`src/rtl/pc_pkg.sv`:
```
// rtl/pc_pkg.sv - shared types and default vectors for the PC/trap unit
package pc_pkg;

    typedef enum logic {
        RUN  = 1'b0,
        TRAP = 1'b1
    } pc_state_t;

    localparam logic [31:0] DEFAULT_RESET_VECTOR = 32'h0000_0000;
    localparam logic [31:0] DEFAULT_TRAP_VECTOR  = 32'h0000_000C;

endpackage

```
`src/rtl/pc_trap_ctrl.sv`:
```
// rtl/pc_trap_ctrl.sv - trap FSM, pending-trigger latch and saturating trap counter
module pc_trap_ctrl
    import pc_pkg::*;
#(
    parameter int CNT_W = 8
) (
    input  logic             clk,
    input  logic             rst,
    input  logic             stall,
    input  logic             trg,
    input  logic             trap_ret,
    output logic             take_trap,
    output logic             do_return,
    output logic             in_trap,
    output logic             pending,
    output logic [CNT_W-1:0] trap_cnt
);

    pc_state_t state;
    pc_state_t state_next;
    logic      adv;
    logic      req;
    logic      pending_next;

    assign adv     = !stall;
    assign req     = trg | pending;
    assign in_trap = (state == TRAP);

    always_ff @(posedge clk or posedge rst) begin
        if (rst) begin
            state <= RUN;
        end else begin
            state <= state_next;
        end
    end

    // Any trigger not consumed by a trap this cycle is remembered, so
    // triggers arriving while stalled or already trapped are never lost.
    always_comb begin
        state_next   = state;
        take_trap    = 1'b0;
        do_return    = 1'b0;
        pending_next = pending | trg;
        case (state)
            RUN: begin
                if (adv && req) begin
                    take_trap    = 1'b1;
                    state_next   = TRAP;
                    pending_next = 1'b0;
                end
            end
            TRAP: begin
                if (adv && trap_ret) begin
                    do_return  = 1'b1;
                    state_next = RUN;
                end
            end
            default: state_next = RUN;
        endcase
    end

    always_ff @(posedge clk or posedge rst) begin
        if (rst) begin
            pending <= 1'b0;
        end else begin
            pending <= pending_next;
        end
    end

    always_ff @(posedge clk or posedge rst) begin
        if (rst) begin
            trap_cnt <= '0;
        end else if (take_trap && (trap_cnt != {CNT_W{1'b1}})) begin
            trap_cnt <= trap_cnt + CNT_W'(1);
        end
    end

endmodule

```
`src/rtl/pc_trap_unit.sv`:
```
// rtl/pc_trap_unit.sv - program counter with stall hold, trap entry/return and saved EPC
module pc_trap_unit
    import pc_pkg::*;
#(
    parameter int               WIDTH        = 32,
    parameter logic [WIDTH-1:0] RESET_VECTOR = WIDTH'(DEFAULT_RESET_VECTOR),
    parameter logic [WIDTH-1:0] TRAP_VECTOR  = WIDTH'(DEFAULT_TRAP_VECTOR),
    parameter int               CNT_W        = 8
) (
    input  logic             clk,
    input  logic             rst,
    input  logic             stall_i,
    input  logic [WIDTH-1:0] PC_Next_i,
    input  logic             trg_i,
    input  logic             trap_ret_i,
    output logic [WIDTH-1:0] PC_o,
    output logic [WIDTH-1:0] EPC_o,
    output logic             in_trap_o,
    output logic             trg_pending_o,
    output logic [CNT_W-1:0] trap_cnt_o
);

    logic take_trap;
    logic do_return;

    pc_trap_ctrl #(
        .CNT_W(CNT_W)
    ) u_ctrl (
        .clk      (clk),
        .rst      (rst),
        .stall    (stall_i),
        .trg      (trg_i),
        .trap_ret (trap_ret_i),
        .take_trap(take_trap),
        .do_return(do_return),
        .in_trap  (in_trap_o),
        .pending  (trg_pending_o),
        .trap_cnt (trap_cnt_o)
    );

    // The return address is the PC that would have executed had the trap not hit.
    always_ff @(posedge clk or posedge rst) begin
        if (rst) begin
            PC_o  <= RESET_VECTOR;
            EPC_o <= '0;
        end else if (take_trap) begin
            PC_o  <= TRAP_VECTOR;
            EPC_o <= PC_Next_i;
        end else if (do_return) begin
            PC_o <= EPC_o;
        end else if (!stall_i) begin
            PC_o <= PC_Next_i;
        end
    end

endmodule

```
`config.mk`:
```
export PLATFORM = sky130hd
export DESIGN_NAME = pc_trap_unit
export DESIGN_NICKNAME = d
export VERILOG_FILES = /design/src/rtl/pc_pkg.sv /design/src/rtl/pc_trap_ctrl.sv /design/src/rtl/pc_trap_unit.sv
export SDC_FILE = /design/constraint.sdc
export NUM_CORES = 1
export LEC_CHECK = 0
export BUFFER_PORTS_ARGS = -buffer_cell sky130_fd_sc_hd__buf_2
export CAP_MARGIN = 20
export CORE_UTILIZATION = 40
export CTS_CLUSTER_SIZE = 12
export DETAILED_ROUTE_END_ITERATION = 8
export PLACE_DENSITY = 0.66
export SLEW_MARGIN = 15
export SYNTH_ARGS = -nofsm -noshare
export SYNTH_HDL_FRONTEND = slang
export SYNTH_SLANG_ARGS = --single-unit
export TNS_END_PERCENT = 100
```
`constraint.sdc`:
```
create_clock -name clk -period 4.43 [get_ports clk]
set_input_delay 0.6645 -clock clk [delete_from_list [all_inputs] [get_ports clk]]
set_output_delay 0.6645 -clock clk [all_outputs]
set_load 0.005 [all_outputs]
```
# Yosys cells after proc, flatten, opt, wreduce, memory -nomap -nowiden
# Index checks and enable logic that the tools add are counted.
[word_totals] register_bits=74 inputBits=37 out_inout_bits=74 wordCells=25
[classes] addsub=1 eq_ne=2 muxes=11 bitwise_logic=2 n_reduce_logical=4
[ops] operator="32-bit 2-to-1 mux" count=3
[ops] operator="8-bit by 1-bit adder with 8-bit output (second input constant)" count=1
[ops] operator="8-bit inequality test (second input constant)" count=1
[ops] operator="1-bit 2-to-1 mux" count=7
[ops] operator="1-bit logical AND" count=3
[ops] operator="3-bit by 1-bit inequality test with 1-bit output (second input constant)" count=1
[ops] operator="1-bit case mux with 2 select lines" count=1
[ops] operator="1-bit zero test" count=1
[ops] operator="1-bit NOT" count=1
[ops] operator="1-bit OR" count=1

# Logic depth before layout (Yosys ltp)
# Gate-level depths: netlist of the first run.
[logic_depth] depth_word=6 mapped_depth=6

# Hierarchy
# Synthesis of the first run repeated with hierarchy kept, for this count alone.
[unflattened] hier_cells=259 area_unflattened_um2=3390.8
[modules_own_cells] mod="pc_trap_unit" instances=1 cells_per_inst=211 area_each_um2=2864.0 seq_area_each_um2=1601.5
[modules_own_cells] mod="pc_trap_ctrl" instances=1 cells_per_inst=48 area_each_um2=526.8 seq_area_each_um2=250.2

# Least setup slack after synthesis of the first run
# No wires, ideal clock.
[synth_path] path_kind="input-to-reg" startpoint="input port stall_i" endpoint="register u_ctrl.trap_cnt[5]" t_arrival_ps=1577 slack_ps=2728 stages=4 path_buffers=1 cell_sequence="buf_6 > nor4_4 > and3_1 > mux2_2"
[synth_via] elab_chain_len=5
[synth_rtl] item="from (decl)" line="pc_trap_unit.sv:12" text="input logic stall_i,"
[synth_rtl] item="1-bit zero test"
[synth_rtl] item="1-bit logical AND" line="pc_trap_ctrl.sv:46" text="if (adv && req) begin"
[synth_rtl] item="1-bit 2-to-1 mux" line="pc_trap_ctrl.sv:46"
[synth_rtl] item="1-bit 2-to-1 mux" line="pc_trap_ctrl.sv:44" text="case (state)"
[synth_rtl] item="1-bit logical AND" line="pc_trap_ctrl.sv:73" text="end else if (take_trap && (trap_cnt != {CNT_W{1'b1}})) begin"
[synth_rtl] item="to (signal assigned)" line="pc_trap_ctrl.sv:74" text="trap_cnt <= trap_cnt + CNT_W'(1);"
[synth_rtl] item="to (decl)" line="pc_trap_ctrl.sv:16" text="output logic [CNT_W-1:0] trap_cnt"
# Every way passes these cells.
# A chain may end at the register's enable or synchronous reset.

# Worst setup path in the final report of the first run
[layout_path] startpoint="input port stall_i" endpoint="register PC_o[27]"
[layout_via] elab_chain_len=6 word_cells_on_any_way=10 cone_classes="eq/ne: 1; mux: 6; reduce/logical: 3"
[layout_rtl] item="1-bit zero test"
[layout_rtl] item="1-bit logical AND" line="pc_trap_ctrl.sv:53" text="if (adv && trap_ret) begin"
[layout_rtl] item="1-bit 2-to-1 mux" line="pc_trap_ctrl.sv:53"
[layout_rtl] item="1-bit 2-to-1 mux" line="pc_trap_ctrl.sv:44"
[layout_rtl] item="32-bit 2-to-1 mux" line="pc_trap_unit.sv:49" text="end else if (do_return) begin"
[layout_rtl] item="32-bit 2-to-1 mux" line="pc_trap_unit.sv:46" text="end else if (take_trap) begin"
[layout_rtl] item="to (signal assigned)" line="pc_trap_unit.sv:50" text="PC_o <= EPC_o;"
[layout_rtl] item="to (signal assigned)" line="pc_trap_unit.sv:52" text="PC_o <= PC_Next_i;"
[layout_rtl] item="to (decl)" line="pc_trap_unit.sv:16" text="output logic [WIDTH-1:0] PC_o,"
# Parallel ways exist; a longest one is shown, timed or not.

==> impl_results.md, run 1 <==
- Status: finished, final reports clean
- Share of the synthesized area in the top cell type: 0.571
- Clk_skew: 0.0102 ns
- Sequential fraction of the synthesis area: 0.571
- Total leakage power: roughly 2.3 nW
- Net count, final: 470
- WL met2: between 3 and 4 mm
- Post-Synth Adder-Cell Area: 0.00386
- M1 wire length: approximately 3.4 mm
- Mux cell area share after synthesis: 0.113
- Worst Setup End Kind: flop
- Layout area overhead: 25.2%
- Diode count: 0
- Peak supply drop: just over 0.3 mV
- Critical Path Fanout Max: 39
- Synth top cells by count: nand2_1 (133), dfrtp_1 (74), mux2i_1 (32)
- Area of the multi-input gates: approximately 0.0013 mm^2
- Placed cell area: 0.00383 mm^2
- Num CTS Buffers: 9
- XOR/XNOR Fraction of Synth Area: 0.00540
- Pin count of the biggest net entering global routing: between 50 and 60
- IO buf count: 110
- Hold buffers post-CTS: 0
- Vias in the first global route: between 2000 and 2500
- Initial antenna violation count: 0
- Root Driver: clkbuf_8
- Final std cell area, no fill: 0.00406 mm^2
- Post-Synth Simple-Gate Area: 0.200
- Drt pass-1 iters: 4
- Synth cell types: 35
- Post-cts gate resize count: 0
- Global-route wire length before repair: around 12 mm
- Starting Density: 0.418
- F_max: 415 MHz
- Reg2Reg Setup Slack: 2.18 ns
- Avg Cell Area, Syn: about 10 um^2
- Final Hold Viols: 0
- CTS clk-pin slew, worst paths: around 0.08 ns
- R2r endpoint: PC_o[27]$_DFFE_PP0P_
- Clk buf depth: 2
- Vias: roughly 2600
- Die W: 92.1 um
- Final antenna-violating net count: 0
- Storage cell area: about 0.0019 mm^2
- Post CTS Setup Buffer Count: 0
- Largest area contributor in the netlist: dfrtp_1
- Crit path kind: in2reg
- R2r startpoint: u_ctrl.pending$_DFF_PP0_
- Max-slew headroom: 0.340
- Synthesis-stage register bit count: 74
- DR top layer: met4
- RSZ-0062 raised after global routing: no
- Pwr Total: roughly 2.4 mW
- Via density: approximately 4.8
- Warnings from Yosys: 0
- GR Util All Layers: 0.184
- Largest family of logic cells by synthesized area: simple AND/OR/NAND/NOR gates
- HPWL Detailed: around 5.1 mm
- Syn Inst Count: around 320
- Max-Cap Viols: 0
- Row count: 32
- Final TNS setup: 0 ns
- DR WL/cell: around 14 um
- Share of cells above drive strength 1: 0.319
- Full die area: 0.00848 mm^2
- Required time of the critical path: around 4.7 ns
- CP arrival: 2.66 ns
- Worst r2r path cells: 3
- DRC viols: 0
- Worst-Margin Slew: roughly 1 ns
- Initial DRC count: ~130
- Post-synthesis compound-gate area fraction: 0.0644
- Metal3 WL: roughly 410 um
- Ports: roughly 110
- Placer Congestion: between 0.7 and 0.8
- Syn_nets: approximately 360
- PwrDens: ~600 mW/mm^2
- CTS tree: done
- Grt total ovfl: 0
- Post-synth EDFFs: 0
- Slew Limit Fails: 0
- Fill cells: between 700 and 800
- Top cells by area, synth: dfrtp_1 (57%), nand2_1 (15%), mux2i_1 (9.9%)
- Most common cell in the synthesized netlist: nand2_1
- H-tree depth: 3
- Ys async rst share: 1.00
- Clock period minus worst slack: around 2.4 ns
- Synth Cell Area: roughly 0.0032 mm^2
- Core footprint: between 0.007 and 0.008 mm^2
- Worst-Skew Late Latency: roughly 0.34 ns
- Startpoint type of the worst setup path: input pin
- Clk sinks: 74
- Synth Flop Type: dfrtp_1
- Worst hold path class: in2async
- Die Height: between 90 and 100 um
- Setup violations, final: 0
- Period utilization: 0.544
- Final wirelength: around 7.4 mm
power breakdown:
| group | switching (mW) | total, mW | internal (mW) | leakage, nW |
|---|---|---|---|---|
| combinational | 0.363 | 0.698 | 0.335 | 1.26 |
| clock | 0.241 | 0.569 | 0.328 | 0.112 |
| sequential | 0.204 | 1.12 | 0.917 | 0.916 |
per-stage QoR:
stage | hold slack, ns | worst slack (ns) | util | std cells
2_1_floorplan | 0.473 | 1.88 | - | 324
3_3_place_gp | 0.461 | 1.62 | 0.493 | 522
3_5_place_dp | 0.469 | 1.58 | 0.493 | 522
4_1_cts | 0.487 | 1.94 | 0.521 | 537
5_1_grt | 0.510 | 1.78 | 0.523 | 538
6_report | 0.474 | 2.02 | 0.523 | 538
state kept, by name, summed over array words and instances, names as in the netlist:
| name | cells |
|---|---|
| EPC_o | 32 |
| PC_o | 32 |
| u_ctrl.trap_cnt | 8 |
| u_ctrl.in_trap | 1 |
| u_ctrl.pending | 1 |
kinds of logic (layout without fill, tap and decap cells):
family | after synthesis | count (layout)
muxes | 36 | 36
DFF | 74 | 74
AOI/OAI and AO/OA | 38 | 38
xor gates and xnor gates | 2 | 2
buffers and inverters | 20 | 132
and+or+nand+nor | 153 | 153
adders and majority gates | 1 | 1
worst max path at each step:
| stage | start | end | slack [ns] | cells past startpoint |
|---|---|---|---|---|
| floorplan | rst | EPC_o[0]$_DFFE_PP0P_ | 1.88 | 1 |
| global placement | stall_i | PC_o[9]$_DFFE_PP0P_ | 1.62 | 5 |
| detailed placement | stall_i | PC_o[31]$_DFFE_PP0P_ | 1.58 | 5 |
| CTS | stall_i | PC_o[31]$_DFFE_PP0P_ | 1.94 | 5 |
| global route | stall_i | PC_o[27]$_DFFE_PP0P_ | 1.78 | 5 |
| finish | stall_i | PC_o[27]$_DFFE_PP0P_ | 2.02 | 5 |
worst max-delay path: stages:
cell	delay, ns
buf_2	0.57
nor2_2	0.12
o21ai_4	0.39
nand2b_2	0.58
o21ai_0	0.29
placed cells by master (no fill, tap or decap), types with 2 or more instances in the layout:
cell       Yosys  final
nand2_1      133    133
buf_2          6    110
dfrtp_1       74     74
mux2i_1       32     32
o21ai_1       29     29
clkbuf_8       0     10
nand3_1        4      4
a21oi_1        3      3
clkinv_2       0      3
mux2_2         3      3
o21ai_0        2      2
nor2_1         2      2
nor2b_1        2      2
inv_1          3      2
nand4_1        2      2
a211oi_1       2      2
bufinv_16      0      2
buf_4          0      2
layout make-up:
| class | count | share of cell area |
|---|---|---|
| multi-input combinational | 230 | 0.309 |
| clock inverter | 5 | 0.0194 |
| inverter | 3 | 0.00308 |
| sequential | 74 | 0.456 |
| clock buffer | 10 | 0.0339 |
| timing repair buffer | 114 | 0.148 |
| tap | 102 | 0.0314 |
metal layers:
layer	track usage	vias to the layer above
li1	-	1280
met1	0.243	1207
met2	0.299	81
met3	0.0481	10
met4	0.0547	0
met5	0	-
(Power assumes the default switching activity.)
==> run 2, diff against run 1 <==
==> constraint.sdc (replaced) <==
create_clock -name clk -period 2.4 [get_ports clk]
set_input_delay 0.36 -clock clk [delete_from_list [all_inputs] [get_ports clk]]
set_output_delay 0.36 -clock clk [all_outputs]
set_load 0.005 [all_outputs]
==> impl_results.md, run 2 (same netlist as run 1, synthesis figures left out) <==
- CTS clk-pin slew, worst paths: 0.08 ns (about the same)
- Vias: 2643 (+2.5%)
- Row count: 32 (unchanged)
- Grt total ovfl: 0 (unchanged)
- Die W: 92.1 um (unchanged)
- Setup violations, final: 0 (unchanged)
- Most common cell after layout, fill and taps aside: nand2_1
- Pin count of the biggest net entering global routing: 37 (-31%)
- Worst r2r path cells: 3 (unchanged)
- Status: finished, final reports clean
- PwrDens: 1070 mW/mm^2 (+81%)
- HPWL Detailed: 5.27 mm (+3.3%)
- Commonest cells after routing, fill and taps aside: nand2_1 (133), buf_2 (110), dfrtp_1 (74)
- Num CTS Buffers: 9 (unchanged)
- Net count, final: 475 (+1.1%)
- Max-slew headroom: 0.466 (+0.126)
- Clock period minus worst slack: 1.82 ns
- Post-cts gate resize count: 0 (unchanged)
- Critical Path Fanout Max: 30 (-23%)
- H-tree depth: 3 (unchanged)
- CP top delay family: compound AO/OA/AOI/OAI gates
- DR WL/cell: 14.0 um (+2.1%)
- Clk sinks: 74 (unchanged)
- Core footprint: 0.00777 mm^2 (unchanged)
- Max-Cap Viols: 0 (unchanged)
- Vias in the first global route: 2609 (+4.6%)
- Final wirelength: 7.60 mm (+3.3%)
- Met3 usage: 0.0365 (-0.0116)
- Worst path bufs/invs: 0 (-1)
- Crit path kind: reg2reg
- Global route hottest layer: met2
- Final antenna-violating net count: 0 (unchanged)
- Worst-Margin Slew: 0.800 ns (-0.186 ns)
- Slowest stage delay, CP: 0.50 ns (-0.08 ns)
- Full die area: 0.00848 mm^2 (unchanged)
- Slew Limit Fails: 0 (unchanged)
- DRC viols: 0 (unchanged)
- R2r startpoint: u_ctrl.pending$_DFF_PP0_
- Reg2Reg Setup Slack: 0.58 ns (-1.60 ns)
- CTS tree: done
- Required time of the critical path: 2.66 ns (-2.02 ns)
- Critical path, cell by cell: o21ai_4 > nand2b_2 > o21ai_0
- Placer Congestion: 0.778 (+5.9%)
- R2r endpoint: PC_o[27]$_DFFE_PP0P_
- Root Driver: clkbuf_8
- Hold buffers post-CTS: 0 (unchanged)
- Total leakage power: 2.30 nW (+0.27%)
- Area of the multi-input gates: 0.00125 mm^2 (unchanged)
- Storage cell area: 0.00185 mm^2 (unchanged)
- RSZ-0062 raised after global routing: no
- Layout area overhead: 25.6%
- Largest regs: EPC_o: 32 flops, PC_o: 32 flops, u_ctrl.trap_cnt: 8 flops
- Die Height: 92.1 um (unchanged)
- F_max: 550 MHz
- Critical path's slowest cell: nand2b_2
- CP arrival: 2.07 ns (-0.59 ns)
- GR Layer Usage met2: 0.299 (+0.000622)
- Final Hold Viols: 0 (unchanged)
- Worst-Skew Late Latency: 0.34 ns (about the same)
- Ports: 111 (unchanged)
- Initial DRC count: 165 (+31%)
- Worst hold path class: in2async
- Startpoint type of the worst setup path: flop
- Post CTS Setup Buffer Count: 0 (unchanged)
- Min Hold Slack: 0.156 ns (-0.317 ns)
- Initial antenna violation count: 0 (unchanged)
- Met1 Use GR: 0.268 (+0.0251)
- IO buf count: 110 (unchanged)
- Period utilization: 0.757
- Clk buf depth: 2 (unchanged)
- Worst Setup End Kind: flop
- Diode count: 0 (unchanged)
- Levels on crit path: 3 (-2)
- Share of cells above drive strength 1: 0.328 (+0.00925)
- Post-layout util: 0.525 (+0.00177)
- Global-route wire length before repair: 12.8 mm (+5.0%)
- Peak supply drop: 0.481 mV (+57%)
- Via density: 4.86 (+1.4%)
- Final TNS setup: 0 ns (unchanged)
- Clk_skew: 0.0132 ns (+0.00298 ns)
- Starting Density: 0.418 (unchanged)
- Fill cells: 750 (+0.67%)
- GR Util All Layers: 0.193 (+0.00854)
- Drt pass-1 iters: 4 (unchanged)
run 2: metal layers:
layer,routed length [um],share of wire
met3,429,0.056
met4,114,0.015
met1,3590,0.47
met2,3470,0.46
met5,0,0
run 2: report_power, final:
part	internal [mW]	switching [mW]	total [mW]
clock	0.509	0.477	0.986
combinational	0.626	0.676	1.30
sequential	1.69	0.369	2.06
run 2: cell type report:
cell class / instances / area share
multi-input combinational: 230 / 0.308
clock inverter: 6 / 0.0157
clock buffer: 10 / 0.0338
tap: 102 / 0.0313
inverter: 3 / 0.00276
sequential: 74 / 0.454
timing repair buffer: 119 / 0.155
run 2: worst max-delay path by stage:
stage	startpoint	endpoint	slack, ns
4_1_cts	u_ctrl.pending$_DFF_PP0_	PC_o[27]$_DFFE_PP0P_	0.50
2_1_floorplan	rst	EPC_o[0]$_DFFE_PP0P_	0.16
3_5_place_dp	stall_i	PC_o[27]$_DFFE_PP0P_	0.42
3_3_place_gp	stall_i	PC_o[27]$_DFFE_PP0P_	0.53
6_report	u_ctrl.pending$_DFF_PP0_	PC_o[27]$_DFFE_PP0P_	0.58
5_1_grt	u_ctrl.pending$_DFF_PP0_	PC_o[27]$_DFFE_PP0P_	0.34
run 2: through the flow:
stage          power [mW]  cell area, um^2  worst slack [ns]  instances
2_1_floorplan        2.74             3240             0.158        324
3_3_place_gp         3.35             3870             0.530        528
3_5_place_dp         3.41             3870             0.418        528
4_1_cts              4.41             4080             0.501        544
5_1_grt              4.68             4080             0.336        544
6_report             4.35             4080             0.583        544
==> run 3, diff against run 2 <==
--- a/config.mk
+++ b/config.mk
@@ -10,7 +10,7 @@
 export CORE_UTILIZATION = 40
 export CTS_CLUSTER_SIZE = 12
 export DETAILED_ROUTE_END_ITERATION = 8
-export PLACE_DENSITY = 0.66
+export PLACE_DENSITY = 0.69
 export SLEW_MARGIN = 15
 export SYNTH_ARGS = -nofsm -noshare
 export SYNTH_HDL_FRONTEND = slang
==> constraint.sdc (replaced) <==
create_clock -name clk -period 1.5 [get_ports clk]
set_input_delay 0.225 -clock clk [delete_from_list [all_inputs] [get_ports clk]]
set_output_delay 0.225 -clock clk [all_outputs]
set_load 0.005 [all_outputs]
==> impl_results.md, run 3 (same netlist as run 1, synthesis figures left out) <==
- Layout area overhead: 29.0%
- Critical path's slowest cell: dfrtp_2
- Worst Setup End Kind: flop
- Most common cell after layout, fill and taps aside: nand2_1
- CTS clk-pin slew, worst paths: 0.09 ns (about the same)
- Launching element of the worst setup path: u_ctrl.in_trap$_DFF_PP0_
- RSZ-0062 raised after global routing: no
- CP arrival: 1.67 ns (-0.40 ns)
- Via density: 4.82 (-0.75%)
- Clk sinks: 74 (unchanged)
- Drt pass-1 iters: 4 (unchanged)
- HPWL Detailed: 5.06 mm (-3.9%)
- Largest regs: EPC_o: 32 flops, PC_o: 32 flops, u_ctrl.trap_cnt: 8 flops
- Starting Density: 0.418 (unchanged)
- Fill cells: 727 (-3.1%)
- Placer Congestion: 0.789 (+1.5%)
- Startpoint type of the worst setup path: flop
- Worst r2r path cells: 3 (unchanged)
- Vias in the first global route: 2507 (-3.9%)
- Critical Path Fanout Max: 6 (-80%)
- Crit path kind: reg2reg
- Vias: 2652 (+0.34%)
- Final Hold Viols: 0 (unchanged)
- Clock period minus worst slack: 1.44 ns (-0.376 ns)
- Final TNS setup: 0 ns (unchanged)
- Max-slew headroom: 0.741 (+0.276)
- Final wirelength: 7.51 mm (-1.2%)
- GR Util All Layers: 0.186 (-0.00686)
- Slew Limit Fails: 0 (unchanged)
- R2r startpoint: u_ctrl.in_trap$_DFF_PP0_
- DRC viols: 0 (unchanged)
- Full die area: 0.00848 mm^2 (unchanged)
- Core footprint: 0.00777 mm^2 (unchanged)
- Diode count: 0 (unchanged)
- Initial antenna violation count: 0 (unchanged)
- Final antenna-violating net count: 0 (unchanged)
- Global-route wire length before repair: 12.2 mm (-4.2%)
- IO buf count: 110 (unchanged)
- CP top delay family: simple AND/OR/NAND/NOR gates
- Pin count of the biggest net entering global routing: 75 (+100%)
- Die Height: 92.1 um (unchanged)
- Commonest cells after routing, fill and taps aside: nand2_1 (133), buf_2 (110), dfrtp_1 (73)
- Reg2Reg Setup Slack: 0.06 ns (-0.52 ns)
- Worst-Margin Slew: 0.388 ns (-0.412 ns)
- Grt total ovfl: 0 (unchanged)
- Levels on crit path: 3 (unchanged)
- Initial DRC count: 109 (-34%)
- Required time of the critical path: 1.73 ns (-0.93 ns)
- Final std cell area, no fill: 0.00419 mm^2 (+2.7%)
- PwrDens: 1730 mW/mm^2 (+62%)
- Die W: 92.1 um (unchanged)
- DR WL/cell: 13.7 um (-2.3%)
- Worst hold path class: in2reg
- Row count: 32 (unchanged)
- Max-Cap Viols: 0 (unchanged)
- Net count, final: 481 (+1.3%)
- Clk_skew: 0.0133 ns (+0.000132 ns)
- R2r endpoint: u_ctrl.trap_cnt[5]$_DFFE_PP0P_
- Status: finished, final reports clean
- Period utilization: 0.961 (+0.203)
- CTS tree: done
- Clk buf depth: 2 (unchanged)
- Ports: 111 (unchanged)
- Root Driver: clkbuf_8
- Slowest stage delay, CP: 0.48 ns (-0.02 ns)
- Critical path, cell by cell: nor4_4 > and3_1 > mux2_2
- Total leakage power: 2.34 nW (+1.9%)
- Critical Path Sink: u_ctrl.trap_cnt[5]$_DFFE_PP0P_
- H-tree depth: 3 (unchanged)
- Worst path bufs/invs: 0 (unchanged)
- F_max: 694 MHz (+26%)
- Num CTS Buffers: 9 (unchanged)
- Worst-Skew Late Latency: 0.35 ns (about the same)
- Share of cells above drive strength 1: 0.339 (+0.0112)
- Peak supply drop: 0.734 mV (+53%)
- Placed cell area: 0.00394 mm^2 (+1.7%)
- Setup violations, final: 0 (unchanged)
[run 3: stage by stage]
step	utilization	hold WS [ns]	power (mW)	cells	setup WS, ns
4_1_cts	0.538	0.0632	7.31	550	0.0244
3_3_place_gp	0.507	0.368	5.46	533	0.0687
3_5_place_dp	0.507	0.382	5.56	533	0.0365
6_report	0.539	0.0775	7.24	550	0.0592
2_1_floorplan	-	0.330	4.38	324	0.0683
5_1_grt	0.539	0.0716	7.74	550	0.0155
[run 3: worst reg2reg max path: cells and delay by family, from the launching register on]
family | cells | cell delay, ns
AND/OR/NAND/NOR | 2 | 0.53
flip-flops | 1 | 0.48
multiplexers | 1 | 0.33
[run 3: timing repair]
action | in CTS | in global routing
endpoints found under the setup margin | 0 | 1
gates resized for setup | 0 | 3
hold endpoints to repair | 5 | 0
hold buffers | 1 | 0
setup buffers | 0 | 0
[run 3: final cells by class]
class	count	area, um^2	share of cell area
repair buffers	125	703	0.168
well taps	102	128	0.0305
inverters	3	15.0	0.00359
clock buffers	10	138	0.0329
flip-flops and latches	74	1850	0.443
multi-input cells	230	1260	0.301
clock inverters	6	88.8	0.0212
[run 3: how the worst min path moves through the flow]
stage                  startpoint                     to  slack (ns)  depth (start not counted)
detailed placement            rst   PC_o[12]$_DFFE_PP0P_        0.38                          3
global route        PC_Next_i[18]  EPC_o[18]$_DFFE_PP0P_        0.07                          3
floorplan            PC_Next_i[0]   EPC_o[0]$_DFFE_PP0P_        0.33                          2
finish              PC_Next_i[18]  EPC_o[18]$_DFFE_PP0P_        0.08                          3
CTS                 PC_Next_i[18]  EPC_o[18]$_DFFE_PP0P_        0.06                          3
global placement              rst   PC_o[10]$_DFFE_PP0P_        0.37                          3
[run 3: power breakdown]
group          leakage (nW)  switching [mW]  internal [mW]
clock                 0.109           0.758          0.985
sequential            0.915           0.524           2.71
combinational          1.32            1.17           1.09
[run 3: per-layer routing]
layer / vias to the layer above / GRT usage / share of wire
met3: 8 / 0.0423 / 0.055
met1: 1267 / 0.243 / 0.45
met4: 0 / 0.0755 / 0.012
met2: 83 / 0.299 / 0.48
li1: 1294 / - / -
met5: - / 0 / 0
